**config.mk**
```make
export PLATFORM = sky130hd
export DESIGN_NAME = pwm_multichannel
export DESIGN_NICKNAME = d
export VERILOG_FILES = /design/src/rtl/pwm_pkg.sv /design/src/rtl/pwm_chan.sv /design/src/rtl/pwm_multichannel.sv
export SDC_FILE = /design/constraint.sdc
export NUM_CORES = 1
export LEC_CHECK = 0
export CAP_MARGIN = 10
export CORE_MARGIN = 8
export CORE_UTILIZATION = 56
export CTS_BUF_LIST = sky130_fd_sc_hd__clkbuf_8
export CTS_CLUSTER_DIAMETER = 150
export DETAILED_ROUTE_END_ITERATION = 8
export PLACE_DENSITY = 0.86
export SYNTH_ARGS = -nofsm -noshare
export SYNTH_HDL_FRONTEND = slang
export SYNTH_HIERARCHICAL = 1
export SYNTH_SLANG_ARGS = --single-unit
export TNS_END_PERCENT = 100
```
**constraint.sdc**
```tcl
create_clock -name clk -period 3.5 [get_ports clk]
set_clock_uncertainty 0.05 [all_clocks]
set_input_delay 0.7 -clock clk [delete_from_list [all_inputs] [get_ports clk]]
set_output_delay 0.7 -clock clk [all_outputs]
set_load 0.005 [all_outputs]
```
**src/rtl/pwm_pkg.sv**
```systemverilog
// Shared types and default sizing for the multichannel PWM block.
package pwm_pkg;

  typedef enum logic {
    PWM_EDGE   = 1'b0,
    PWM_CENTER = 1'b1
  } pwm_mode_e;

  localparam int NCH_DEF     = 4;
  localparam int WIDTH_DEF   = 8;
  localparam int PRESC_W_DEF = 4;

endpackage

```
**src/rtl/pwm_chan.sv**
```systemverilog
// One PWM channel: shadow and active duty registers, compare against the
// shared counter, and the registered output.
module pwm_chan
  import pwm_pkg::*;
#(
  parameter int WIDTH = WIDTH_DEF
) (
  input  logic             clk,
  input  logic             rst_n,
  input  logic             en,
  input  logic             load,
  input  logic             xfer,
  input  logic [WIDTH-1:0] duty,
  input  logic [WIDTH-1:0] cnt,
  output logic             pwm_out
);

  logic [WIDTH-1:0] r_duty_s;
  logic [WIDTH-1:0] r_duty_a;
  logic             r_pwm;

  always_ff @(posedge clk) begin
    if (!rst_n) begin
      r_duty_s <= '0;
      r_duty_a <= '0;
      r_pwm    <= 1'b0;
    end else begin
      if (load) r_duty_s <= duty;
      if (xfer) r_duty_a <= r_duty_s;
      r_pwm <= en & (cnt < r_duty_a);
    end
  end

  assign pwm_out = r_pwm;

endmodule

```
**src/rtl/pwm_multichannel.sv**
```systemverilog
// Multichannel PWM: shared prescaler, edge/center counter and shadow
// transfer control, driving NCH compare channels.
module pwm_multichannel
  import pwm_pkg::*;
#(
  parameter int NCH     = NCH_DEF,
  parameter int WIDTH   = WIDTH_DEF,
  parameter int PRESC_W = PRESC_W_DEF
) (
  input  logic                 clk,
  input  logic                 rst_n,
  input  logic                 en,
  input  logic                 mode,
  input  logic [PRESC_W-1:0]   presc,
  input  logic [WIDTH-1:0]     period,
  input  logic [NCH*WIDTH-1:0] duty,
  input  logic                 load,
  output logic [NCH-1:0]       pwm_out,
  output logic                 period_end,
  output logic                 pending
);

  logic [PRESC_W-1:0] r_psc;
  logic [WIDTH-1:0]   r_cnt;
  logic               r_dir_down;
  pwm_mode_e          r_mode_s;
  pwm_mode_e          r_mode_a;
  logic [WIDTH-1:0]   r_period_s;
  logic [WIDTH-1:0]   r_period_a;
  logic               r_pending;
  logic               r_period_end;

  logic               w_tick;
  logic               w_bound;
  logic               w_xfer;
  logic [WIDTH-1:0]   w_cnt_next;
  logic               w_dir_down_next;

  assign w_tick = en && (r_psc == presc);

  always_comb begin
    w_cnt_next      = r_cnt;
    w_dir_down_next = r_dir_down;
    w_bound         = 1'b0;
    if (w_tick) begin
      if (r_mode_a == PWM_EDGE) begin
        if (r_cnt >= r_period_a) begin
          w_cnt_next = '0;
          w_bound    = 1'b1;
        end else begin
          w_cnt_next = r_cnt + WIDTH'(1);
        end
      end else if (!r_dir_down) begin
        // At the top, periods 0 and 1 fall straight back to the bottom.
        if (r_cnt < r_period_a) begin
          w_cnt_next = r_cnt + WIDTH'(1);
        end else if (r_cnt <= WIDTH'(1)) begin
          w_cnt_next = '0;
          w_bound    = 1'b1;
        end else begin
          w_cnt_next      = r_cnt - WIDTH'(1);
          w_dir_down_next = 1'b1;
        end
      end else begin
        w_cnt_next = r_cnt - WIDTH'(1);
        if (r_cnt <= WIDTH'(1)) begin
          w_cnt_next      = '0;
          w_bound         = 1'b1;
          w_dir_down_next = 1'b0;
        end
      end
    end
  end

  // A coincident load defers the transfer; while stopped it happens at once.
  assign w_xfer = r_pending && !load && (en ? w_bound : 1'b1);

  always_ff @(posedge clk) begin
    if (!rst_n) begin
      r_psc        <= '0;
      r_cnt        <= '0;
      r_dir_down   <= 1'b0;
      r_mode_s     <= PWM_EDGE;
      r_mode_a     <= PWM_EDGE;
      r_period_s   <= '0;
      r_period_a   <= '0;
      r_pending    <= 1'b0;
      r_period_end <= 1'b0;
    end else begin
      if (!en) begin
        r_psc      <= '0;
        r_cnt      <= '0;
        r_dir_down <= 1'b0;
      end else begin
        r_psc      <= w_tick ? '0 : r_psc + PRESC_W'(1);
        r_cnt      <= w_cnt_next;
        r_dir_down <= w_dir_down_next;
      end
      r_period_end <= w_bound;
      if (load) begin
        r_mode_s   <= pwm_mode_e'(mode);
        r_period_s <= period;
        r_pending  <= 1'b1;
      end else if (w_xfer) begin
        r_pending  <= 1'b0;
      end
      if (w_xfer) begin
        r_mode_a   <= r_mode_s;
        r_period_a <= r_period_s;
      end
    end
  end

  genvar gi;
  generate
    for (gi = 0; gi < NCH; gi++) begin : g_chan
      pwm_chan #(
        .WIDTH(WIDTH)
      ) u_chan (
        .clk    (clk),
        .rst_n  (rst_n),
        .en     (en),
        .load   (load),
        .xfer   (w_xfer),
        .duty   (duty[gi*WIDTH +: WIDTH]),
        .cnt    (r_cnt),
        .pwm_out(pwm_out[gi])
      );
    end
  endgenerate

  assign period_end = r_period_end;
  assign pending    = r_pending;

endmodule

```
# [After elaboration in Yosys (flattened, before gate mapping)]
# Index checks and enable logic that the tools add are counted.
[word_totals] reg_bits=101 latch_bits=0 mem_bits_rw=0 mem_bits_ro=0 word_cells=63 mem_count=0
[classes] addsub=3 n_mul=0 div_mod_pow=0 order_cmp=7 n_eq_ne=1 n_shift=0 n_mux=17 n_bitwise=6 n_reduce_logical=8
[op_table] op="$lt A8 B8 Y1" n=5
[op_table] op="$mux W8" n=5
[op_table] op="$mux W1" n=12
[op_table] op="$add A8 B1 Y8 const B" n=1
[op_table] op="$ge A8 B8 Y1" n=1
[op_table] op="$le A8 B1 Y1 const B" n=1
[op_table] op="$sub A8 B1 Y8 const B" n=1
[op_table] op="$add A4 B1 Y4 const B" n=1
[op_table] op="$and A1 B1 Y1" n=4
[op_table] op="$eq A4 B4 Y1" n=1
[op_table] op="$reduce_and A2 Y1" n=2
[op_table] op="$logic_and A1 B1 Y1" n=3
[op_table] op="$reduce_or A3 Y1" n=1
[op_table] op="$not A1 Y1" n=2
[op_table] op="$reduce_bool A2 Y1" n=1
[op_table] op="$logic_not A1 Y1" n=1

# [Longest topological paths before layout]
# Gate-level depths: netlist of the first run.
[logic_depth] ltp_word=10 mapped_depth=11

# [Hierarchy]
# Netlist of the first run, hierarchy kept.
[modules_own_cells] mod="pwm_chan" instances=4 cells_per_inst=75 area_per_inst_um2=797.0 seq_area_each_um2=340.3
[modules_own_cells] mod="pwm_multichannel" instances=1 cells_per_inst=230 area_per_inst_um2=1948.1 seq_area_each_um2=660.6

# [Least setup slack after synthesis of the first run]
# Ideal clock, no wire load.
[synth_timing] path_kind="reg2reg" start="register r_cnt[3]" end="register g_chan[0].u_chan.r_duty_a[0]" setup_ns=0.116 arrival_time_ns=2.427 t_required_ns=3.334 slack_ns=0.907 path_stages_with_launch=11 cell_sequence="dfxtp_1 buf_6 or4_4 or3_4 o21ai_4 nand4b_1 o32ai_2 buf_6 buf_2 mux2i_1 nor2b_1"
[synth_via] elab_chain_cells=8
[synth_rtl] item="start, declared" line_no="pwm_multichannel.sv:24" rtl="logic [WIDTH-1:0] r_cnt;"
[synth_rtl] item="start signal, assigned" line_no="pwm_multichannel.sv:96" rtl="r_cnt <= w_cnt_next;"
[synth_rtl] item="$le A8 B1 Y1" line_no="pwm_multichannel.sv:57, pwm_multichannel.sv:66"
[synth_rtl] item="$mux W1" line_no="pwm_multichannel.sv:57, pwm_multichannel.sv:66"
[synth_rtl] item="$mux W1" line_no="pwm_multichannel.sv:55" rtl="if (r_cnt < r_period_a) begin"
[synth_rtl] item="$mux W1" line_no="pwm_multichannel.sv:53" rtl="end else if (!r_dir_down) begin"
[synth_rtl] item="$mux W1 *" line_no="pwm_multichannel.sv:46" rtl="if (r_mode_a == PWM_EDGE) begin"
[synth_rtl] item="$mux W1 *" line_no="pwm_multichannel.sv:45" rtl="if (w_tick) begin"
[synth_rtl] item="$mux W1 *" line_no="pwm_multichannel.sv:76" rtl="assign w_xfer = r_pending && !load && (en ? w_bound : 1'b1);"
[synth_rtl] item="$logic_and A1 B1 Y1 *" line_no="pwm_multichannel.sv:76"
[synth_rtl] item="via w_xfer" line_no="pwm_multichannel.sv:35" rtl="logic w_xfer;"
[synth_rtl] item="end signal, assigned" line_no="pwm_chan.sv:29" rtl="if (xfer) r_duty_a <= r_duty_s;"
[synth_rtl] item="end, declared" line_no="pwm_chan.sv:19" rtl="logic [WIDTH-1:0] r_duty_a;"
# The timed path passes the listed nets; every way through them passes the cells marked *.
# A chain may end at the register's enable or synchronous reset.

# [Final worst setup path of the first run]
[layout_timing] start="register r_cnt[1]" end="register g_chan[1].u_chan.r_duty_a[0]"
[layout_via] elab_chain_cells=8
[layout_rtl] item="$le A8 B1 Y1" line_no="pwm_multichannel.sv:57, pwm_multichannel.sv:66"
[layout_rtl] item="$mux W1" line_no="pwm_multichannel.sv:57, pwm_multichannel.sv:66"
[layout_rtl] item="$mux W1" line_no="pwm_multichannel.sv:55"
[layout_rtl] item="$mux W1" line_no="pwm_multichannel.sv:53"
[layout_rtl] item="$mux W1 *" line_no="pwm_multichannel.sv:46"
[layout_rtl] item="$mux W1 *" line_no="pwm_multichannel.sv:45"
[layout_rtl] item="$mux W1 *" line_no="pwm_multichannel.sv:76"
[layout_rtl] item="$logic_and A1 B1 Y1 *" line_no="pwm_multichannel.sv:76"
[layout_rtl] item="end signal, assigned" line_no="pwm_chan.sv:29"
[layout_rtl] item="end, declared" line_no="pwm_chan.sv:19"
# Mark *: on every way between the ends. The rest lies on a longest branch, timed or not.

==> flow_summary.yaml, run 1 <==
outcome:
  outcome: "finished, final reports clean"
worst_hold_path:
  hp-start: "r_period_a[1]"
  min_to: "r_period_a[1]"
  holdPathStages: 2
  hold_class: "reg2reg"
drt:
  num_vias: 3836
  drt_iter0_markers: 165
  wl_per_cell_um: 15.0
  wirelength_um: 10500
  route.detailed.drc: 0
  ant_nets: 0
  drtPass1Iterations: 4
  routed_via_density: 5.50
critical_path:
  path_common_cell: "nor2b_1"
  end_kind: "register"
  crit_family: "flip-flops"
  path_max_fanout: 17
  path_buf_inv: 1
  max_stage_delay_ps: 680
  rrSetupSlack_ps: 580
  reg2reg_depth: 9
  worstPathCellList: "ha_1, nor2b_1, o211ai_1, a21oi_1, nor3_1, o32ai_4, buf_4, mux2i_1, nor2b_1"
  rr_endpoint: "g_chan[1].u_chan/r_duty_a[0]"
  worstPathRequired_ps: 3710
  regToRegStartpoint: "r_cnt[1]"
  crit_arrival_ps: 3130
  slowest_stage: "dfxtp_1"
  path_class: "reg2reg"
  cp-start-kind: "register"
pwr:
  p_per_area_nw_per_um2: 368
  power_leakage_nw: 2.19
  total_power_mw: 2.19
  ir_worst_vdd_uv: 210
die:
  die_area_um2: 12500
  rows: 35
  die_x_um: 112
  coreArea_um2: 9060
  die_h_um: 112
  ios: 55
  start_util_pct: 56.7
grt:
  grt_pass1_wl_um: 17900
  groute.usage.overall_pct: 17.0
  grt_max_degree: 43
  grt_pass1_vias: 3908
  antenna_found_initial: 0
  grt_remaining_overflow: 0
clock_tree:
  clock_path_buffers: 2
  hold_buffers: 0
  numCtsBuffers: 9
  clk_pin_slew_ps: 100
  clockRootBuffer: "clkbuf_8"
  cts.sinks: 101
  post_cts_resize_count: 0
  cts_tree: "yes"
  cts_setup_buffers: 0
  htreeDepth: 3
  worstSkewPairLatency_ps: 360
synth:
  ys_async_sr_fraction_pct: 0
  yosys_warnings: 6
  yosysTopAreaCellShare_pct: 39.4
  synth-seq-cells: 101
  synth.most_common_cell: "dfxtp_1"
  synth_area_um2: 5140
  syn_area_per_cell_um2: 9.69
  synth.top_cells.by_area: "dfxtp_1, mux2i_1, ha_1"
  ys.flop_type: "dfxtp_1"
  ys_seq_area_share_pct: 39.4
  netlist_instances: 530
  synth-edff-count: 0
  ys_types: 52
  synthTopCellsByCount: "dfxtp_1, mux2i_1, nor2b_1"
  yosysTopAreaCell: "dfxtp_1"
  synthesis.nets: 619
sta:
  rsz0062_at_grt: "no"
  setup_viol: 0
  slew_viol_final: 0
  fmax_mhz: 342
  layout_setup_ws_ps: 578
  finalCriticalPeriod_ps: 2920
  hold_viol: 0
  slew-limit-headroom_pct: 51.8
  tightest_slew_ps: 724
  tns_ps: 0
  fin_crit_sh_pct: 83.5
final_layout:
  layout.nets: 670
  layout-drive-gt1-share_pct: 7.85
  fin_util_pct: 65.7
  fin_cells: 697
  fill_cells: 733
  diodes: 0
  synthToLayoutAreaGrowth_pct: 16.0
flow_run:
  maxCapViolations: 0
placement:
  pre_cts_slack_ps: 434
  numPlacedInstances: 681
  place_hpwl_um: 7390
  routabilityCongestion: 0.836
  portBuffers: 54
## through the flow
step | cell area, µm² | hold slack, ps
finish | 5960 | 418
floorplan | 5140 | 385
global route | 5960 | 434
detailed placement | 5750 | 406
CTS | 5960 | 419
global placement | 5750 | 398
## worst max path at each step
stage / start / to / cells past startpoint
6_report: r_cnt[1] / g_chan[1].u_chan/r_duty_a[0] / 9
3_3_place_gp: presc[2] / g_chan[2].u_chan/r_duty_a[5] / 9
3_5_place_dp: presc[2] / g_chan[2].u_chan/r_duty_a[3] / 9
2_1_floorplan: r_cnt[3] / g_chan[0].u_chan/r_duty_a[0] / 10
5_1_grt: r_cnt[1] / g_chan[0].u_chan/r_duty_a[6] / 9
4_1_cts: r_cnt[1] / g_chan[1].u_chan/r_duty_a[0] / 9
## registers in the layout (all words and copies together), names as in the netlist
| register | count |
|---|---|
| g_chan.u_chan/pwm_out | 4 |
| g_chan.u_chan/r_duty_a | 32 |
| g_chan.u_chan/r_duty_s | 32 |
| pending | 1 |
| period_end | 1 |
| r_cnt | 8 |
| r_dir_down | 1 |
| r_mode_a | 1 |
| r_mode_s | 1 |
| r_period_a | 8 |
| r_period_s | 8 |
| r_psc | 4 |
## worst register-to-register path, cell delays in order, from the launching register on
cell and delay (ps):
dfxtp_1 680, ha_1 360, nor2b_1 160, o211ai_1 250, a21oi_1 140, nor3_1 440
o32ai_4 170, buf_4 260, mux2i_1 250, nor2b_1 80
## final cells by class
| type | count | area [µm²] | share of cell area, % |
|---|---|---|---|
| well taps | 111 | 139 | 2.33 |
| clock buffers | 10 | 138 | 2.31 |
| inverters | 40 | 150 | 2.52 |
| flip-flops and latches | 101 | 2020 | 33.9 |
| repair buffers | 63 | 598 | 10.0 |
| multi-input cells | 366 | 2840 | 47.7 |
| clock inverters | 6 | 68.8 | 1.16 |
## layout by cell type, fill, tap and decap left out, types with 5 or more instances in the layout
| master | n |
|---|---|
| a211oi_1 | 8 |
| a21oi_1 | 5 |
| a31oi_1 | 11 |
| buf_4 | 9 |
| clkbuf_8 | 10 |
| clkdlybuf4s50_1 | 52 |
| dfxtp_1 | 101 |
| ha_1 | 40 |
| inv_1 | 39 |
| mux2i_1 | 82 |
| nand2_1 | 45 |
| nand3_1 | 9 |
| nor2_1 | 21 |
| nor2b_1 | 65 |
| nor3_1 | 5 |
| o2111ai_1 | 5 |
| o211ai_1 | 7 |
| xor2_1 | 6 |
## logic make-up (layout without fill, tap and decap cells)
logic type / after synthesis / in the layout / share of synthesized area (%)
and+or+nand+nor: 173 / 173 / 18.1
DFF: 101 / 101 / 39.4
muxes: 82 / 82 / 16.0
buffers and inverters: 63 / 119 / 5.55
AOI/OAI and AO/OA: 62 / 62 / 9.70
adders and majority gates: 40 / 40 / 9.74
xor gates and xnor gates: 9 / 9 / 1.53
## power by group
group | total [mW] | internal (mW) | leakage [nW] | switching [mW]
Sequential | 1.21 | 1.19 | 0.823 | 0.0217
Clock | 0.761 | 0.355 | 0.103 | 0.406
Combinational | 0.225 | 0.124 | 1.26 | 0.100
## layer usage
metal  share of wire [%]  GRT usage [%]
met1                  44           19.6
met5                   0              0
met4                 1.3           6.11
met3                 3.5           3.35
met2                  51           30.5
Note: power is estimated with default switching activity, not from simulation.
==> run 2: changes to the inputs <==
--- a/config.mk
+++ b/config.mk
@@ -7,11 +7,11 @@
 export LEC_CHECK = 0
 export CAP_MARGIN = 10
 export CORE_MARGIN = 8
-export CORE_UTILIZATION = 56
+export CORE_UTILIZATION = 53
 export CTS_BUF_LIST = sky130_fd_sc_hd__clkbuf_8
 export CTS_CLUSTER_DIAMETER = 150
 export DETAILED_ROUTE_END_ITERATION = 8
-export PLACE_DENSITY = 0.86
+export PLACE_DENSITY = 0.85
 export SYNTH_ARGS = -nofsm -noshare
 export SYNTH_HDL_FRONTEND = slang
 export SYNTH_HIERARCHICAL = 1
==> constraint.sdc (replaced) <==
create_clock -name clk -period 2.44 [get_ports clk]
set_clock_uncertainty 0.05 [all_clocks]
set_input_delay 0.488 -clock clk [delete_from_list [all_inputs] [get_ports clk]]
set_output_delay 0.488 -clock clk [all_outputs]
set_load 0.005 [all_outputs]
==> run 2 against run 1 <==
Against the previous run:
- the run now ends with negative setup slack left
- sequential share of layout area decreased by 1.5 points
- final area increased by 4.9%
- power increased by 46%
- final cell count increased by 6.6%
- wire length increased by 8.7%
- largest power group unchanged
==> flow_summary.yaml, run 2 (synthesis results as in run 1) <==
outcome:
  outcome: "finished, violations left"
  violations: "negative setup slack"
grt:
  groute.usage.overall_pct: 17.4
  grt_remaining_overflow: 0
  antenna_found_initial: 0
  grt_pass1_vias: 3995
  grt_max_degree: 47
  grt_pass1_wl_um: 18500
placement:
  placed_area_um2: 5900
  portBuffers: 54
  routabilityCongestion: 0.884
  place_hpwl_um: 7970
clock_tree:
  clockRootBuffer: "clkbuf_8"
  numCtsBuffers: 9
  htreeDepth: 3
  clk_pin_slew_ps: 110
  cts.sinks: 101
  clock_path_buffers: 2
  hold_buffers: 0
  cts_tree: "yes"
  worstSkewPairLatency_ps: 370
drt:
  ant_nets: 0
  wl_met3_um: 456
  route.detailed.drc: 0
  dr.max_layer_used: "met4"
  wl_met1_um: 5110
  met2RoutedLength_um: 5580
  num_vias: 3922
  wl_per_cell_um: 15.3
  wirelength_um: 11400
  drt_iter0_markers: 136
  routed_via_density: 5.28
  drtPass1Iterations: 4
sta:
  rsz0062_at_grt: "yes"
  finalCriticalPeriod_ps: 2510
  slew_viol_final: 0
  setup_viol: 34
  fin_crit_sh_pct: 103
  fmax_mhz: 399
  slew-limit-headroom_pct: 53.1
  layout_setup_ws_ps: -67.1
  hold_viol: 0
  tightest_slew_ps: 704
die:
  coreArea_um2: 9590
  start_util_pct: 53.5
  die_x_um: 114
  die_area_um2: 13100
  ios: 55
  rows: 36
  die_h_um: 114
final_layout:
  layout-drive-gt1-share_pct: 12.5
  reg.largest.list: "g_chan.u_chan/r_duty_a: 32 flops, g_chan.u_chan/r_duty_s: 32 flops"
  layout.nets: 694
  diodes: 0
  fill_cells: 747
  layout_common_cells: "dfxtp_1, mux2i_1, nor2b_1"
  synthToLayoutAreaGrowth_pct: 21.7
  fin_area_um2: 6250
  layout_commonest_cell: "dfxtp_1"
critical_path:
  path_max_fanout: 8
  cp-start-kind: "register"
  worstPathRequired_ps: 2650
  end_kind: "register"
  path_class: "reg2reg"
  crit_arrival_ps: 2720
pwr:
  p_per_area_nw_per_um2: 511
  total_power_mw: 3.20
  ir_worst_vdd_uv: 252
  power_leakage_nw: 2.33
flow_run:
  maxCapViolations: 0
worst_hold_path:
  hold_class: "reg2reg"
## run 2: power by group
group	leakage, nW	internal [mW]	switching [mW]
combinational	1.41	0.201	0.152
sequential	0.825	1.70	0.0323
clock	0.102	0.489	0.618
## run 2: worst paths after layout
check,from,end,slack [ps],cells past startpoint
worst max-delay path,r_cnt[2],g_chan[3].u_chan/r_duty_a[2],-70,9
worst min-delay path,r_mode_s,r_mode_a,410,2
worst max register to register,r_cnt[2],g_chan[3].u_chan/r_duty_a[2],-70,9
worst min register to register,r_mode_s,r_mode_a,410,2
## run 2: per-layer routing
layer | vias to the layer above | track usage (%)
li1 | 1984 | -
met1 | 1842 | 20.8
met2 | 78 | 30.1
met3 | 18 | 3.32
met4 | 0 | 6.48
met5 | - | 0
## run 2: timing repair
action,in CTS,in global routing
setup buffers,0,6
resized for setup,2,6
gates cloned,0,4
setup endpoints to repair,32,34
pin swaps,0,1
hold endpoints to repair,0,0
## run 2: worst max-delay path, cell delays in order, from the launching register on
cell	delay, ps
dfxtp_2	350
or4_4	540
or3_4	380
o21ai_4	140
nand4b_1	160
o32ai_4	190
buf_4	190
buf_12	140
mux2i_1	210
nor2b_1	60
## run 2: final cells by class
cell class                 instances  area [µm²]  area share, %
sequential                       101        2030           32.4
inverter                          40         150           2.40
multi-input combinational        366        2850           45.7
timing repair buffer              87         850           13.6
clock buffer                       9         124           1.98
tap                              133         166           2.66
clock inverter                     7        80.1           1.28
## run 2: stage by stage
stage	hold slack [ps]	worst slack (ps)	cells	TNS [ps]	util [%]
4_1_cts	416	-47.3	733	-306	63.7
5_1_grt	421	-151	743	-3870	65.1
3_5_place_dp	398	-174	717	-5180	61.5
2_1_floorplan	385	-45.5	530	-1320	-
3_3_place_gp	398	-135	717	-4260	61.5
6_report	411	-67.1	743	-1110	65.1
==> run 3: changes to the inputs <==
--- a/config.mk
+++ b/config.mk
@@ -6,12 +6,12 @@
 export NUM_CORES = 1
 export LEC_CHECK = 0
 export CAP_MARGIN = 10
-export CORE_MARGIN = 8
+export CORE_MARGIN = 2
 export CORE_UTILIZATION = 53
 export CTS_BUF_LIST = sky130_fd_sc_hd__clkbuf_8
 export CTS_CLUSTER_DIAMETER = 150
 export DETAILED_ROUTE_END_ITERATION = 8
-export PLACE_DENSITY = 0.85
+export PLACE_DENSITY = 0.82
 export SYNTH_ARGS = -nofsm -noshare
 export SYNTH_HDL_FRONTEND = slang
 export SYNTH_HIERARCHICAL = 1
==> run 3 against run 2 <==
Against the previous run:
- the run still ends with negative setup slack left
- sequential share of layout area rose by 0.55 points
- wire length fell by 4.2%
- highest routed layer unchanged
- worst setup slack improved by 9.0 ps
- critical path depth did not move
- via count fell by 0.18%
- core utilization rose by 0.75 points
- combinational power fell by 2%
- final cell count fell by 1.6%
- hold slack improved by 6.9 ps
- sequential power barely moved
- largest power group unchanged
- register-to-register slack barely moved
==> flow_summary.yaml, run 3 (synthesis results as in run 1) <==
clock_tree:
  cts_tree: "yes"
  htreeDepth: 3
  hold_buffers: 0
  cts.sinks: 101
  clockRootBuffer: "clkbuf_8"
  clock_path_buffers: 2
  numCtsBuffers: 9
  worstSkewPairLatency_ps: 360
  clk_pin_slew_ps: 100
critical_path:
  path_class: "reg2reg"
  max_stage_delay_ps: 540
  regToRegStartpoint: "r_cnt[2]"
  rr_endpoint: "g_chan[0].u_chan/r_duty_a[6]"
  slowest_stage: "or4_4"
  path_max_fanout: 8
  worstPathRequired_ps: 2650
  crit_arrival_ps: 2710
  worstPathCellList: "or4_4, or3_4, o21ai_4, nand4b_1, o32ai_4, buf_4, clkbuf_16, mux2i_1, nor2b_1"
  cp-start-kind: "register"
  rrSetupSlack_ps: -60
  reg2reg_depth: 9
  end_kind: "register"
sta:
  tightest_slew_ps: 710
  fmax_mhz: 400
  fin_crit_sh_pct: 102
  finalCriticalPeriod_ps: 2500
  rsz0062_at_grt: "yes"
  slew_viol_final: 0
  tns_ps: -509
  fin_hold_ws_ps: 418
  layout_setup_ws_ps: -58.0
  setup_viol: 16
  hold_viol: 0
  slew-limit-headroom_pct: 52.7
grt:
  grt_pass1_vias: 3868
  grt_max_degree: 43
  antenna_found_initial: 0
  groute.usage.overall_pct: 21.2
  grt_pass1_wl_um: 17600
  grt_remaining_overflow: 0
pwr:
  power_leakage_nw: 2.27
  p_int_mw: 2.28
  ir_worst_vdd_uv: 368
  p_per_area_nw_per_um2: 499
  power_switching_uw: 783
  swShare_pct: 25.5
  p_comb_share_pct: 11.3
  p_seq_share_pct: 56.6
  p_clk_share_pct: 32.1
  total_power_mw: 3.07
die:
  die_area_um2: 10500
  ios: 55
  die_x_um: 102
  rows: 35
  coreArea_um2: 9330
  die_h_um: 102
  start_util_pct: 55.1
placement:
  portBuffers: 54
  routabilityCongestion: 0.925
  pre_cts_slack_ps: -159
  place_hpwl_um: 7820
final_layout:
  layout_common_cells: "dfxtp_1, mux2i_1, nor2b_1"
  reg.largest.list: "g_chan.u_chan/r_duty_a: 32 flops, g_chan.u_chan/r_duty_s: 32 flops"
  synthToLayoutAreaGrowth_pct: 19.7
  layout_commonest_cell: "dfxtp_1"
  layout-drive-gt1-share_pct: 11.6
  diodes: 0
  layout.nets: 686
worst_hold_path:
  holdPathStages: 2
  min_to: "r_period_a[3]"
  hp-start: "r_period_a[3]"
  hold_class: "reg2reg"
drt:
  wirelength_um: 10900
  drtPass1Iterations: 4
  num_vias: 3915
  ant_nets: 0
  wl_per_cell_um: 14.9
  drt_iter0_markers: 251
  route.detailed.drc: 0
  routed_via_density: 5.36
outcome:
  outcome: "finished, violations left"
  violations: "negative setup slack"
flow_run:
  maxCapViolations: 0
==> run 3: power by group through the flow <==
stage	Combinational [mW]	Sequential [mW]	Clock, mW
after detailed placement	0.337	1.77	0
final	0.346	1.73	0.986
after CTS	0.339	1.73	1.01
after floorplan	0.200	1.76	0
after global placement	0.326	1.77	0
after global routing	0.377	1.74	1.08
==> run 3: cell type report <==
type | instances | area (µm²)
clock buffer | 9 | 124
clock inverter | 7 | 57.6
fill | 769 | 3180
inverter | 40 | 150
multi-input combinational | 366 | 2860
sequential | 101 | 2030
tap | 129 | 161
timing repair buffer | 79 | 764
==> run 3: worst max path at each step <==
stage               startpoint                            to  slack [ps]  cells after the start
floorplan             r_cnt[3]  g_chan[1].u_chan/r_duty_a[0]         -50                     10
global placement      presc[2]  g_chan[3].u_chan/r_duty_a[0]        -110                      9
detailed placement    presc[2]  g_chan[2].u_chan/r_duty_a[6]        -160                      9
CTS                   r_cnt[2]  g_chan[2].u_chan/r_duty_a[6]         -50                      8
global route          r_cnt[2]  g_chan[0].u_chan/r_duty_a[2]        -120                      9
finish                r_cnt[2]  g_chan[0].u_chan/r_duty_a[6]         -60                      9
==> run 3: layer usage <==
layer,vias up,wire (µm),share of wire (%),GRT usage (%)
li1,1975,-,-,-
met1,1843,4770,44,25.5
met2,83,5550,51,37.8
met3,14,411,3.8,3.90
met4,0,149,1.4,7.38
met5,-,0,0,0
==> run 3: metrics by stage <==
step / cell area (µm²) / std cells / util (%)
4_1_cts: 6080 / 727 / 65.2
6_report: 6150 / 731 / 65.9
3_5_place_dp: 5890 / 711 / 63.1
2_1_floorplan: 5180 / 530 / -
5_1_grt: 6150 / 731 / 65.9
3_3_place_gp: 5890 / 711 / 63.1
==> run 3: worst max-delay path, delay by kind of cell (launching register included) <==
family,cells,cell delay (ps)
and+or+nand+nor,4,1140
buffers and inverters,2,350
DFF,1,340
AOI/OAI and AO/OA,2,340
muxes,1,190
==> run 3: timing repair <==
| action | 4_1_cts | 5_1_grt |
|---|---|---|
| gates cloned | 0 | 1 |
| pin swaps | 0 | 0 |
| setup buffers | 0 | 3 |
| endpoints found under the setup margin | 41 | 36 |
| resized for setup | 2 | 5 |
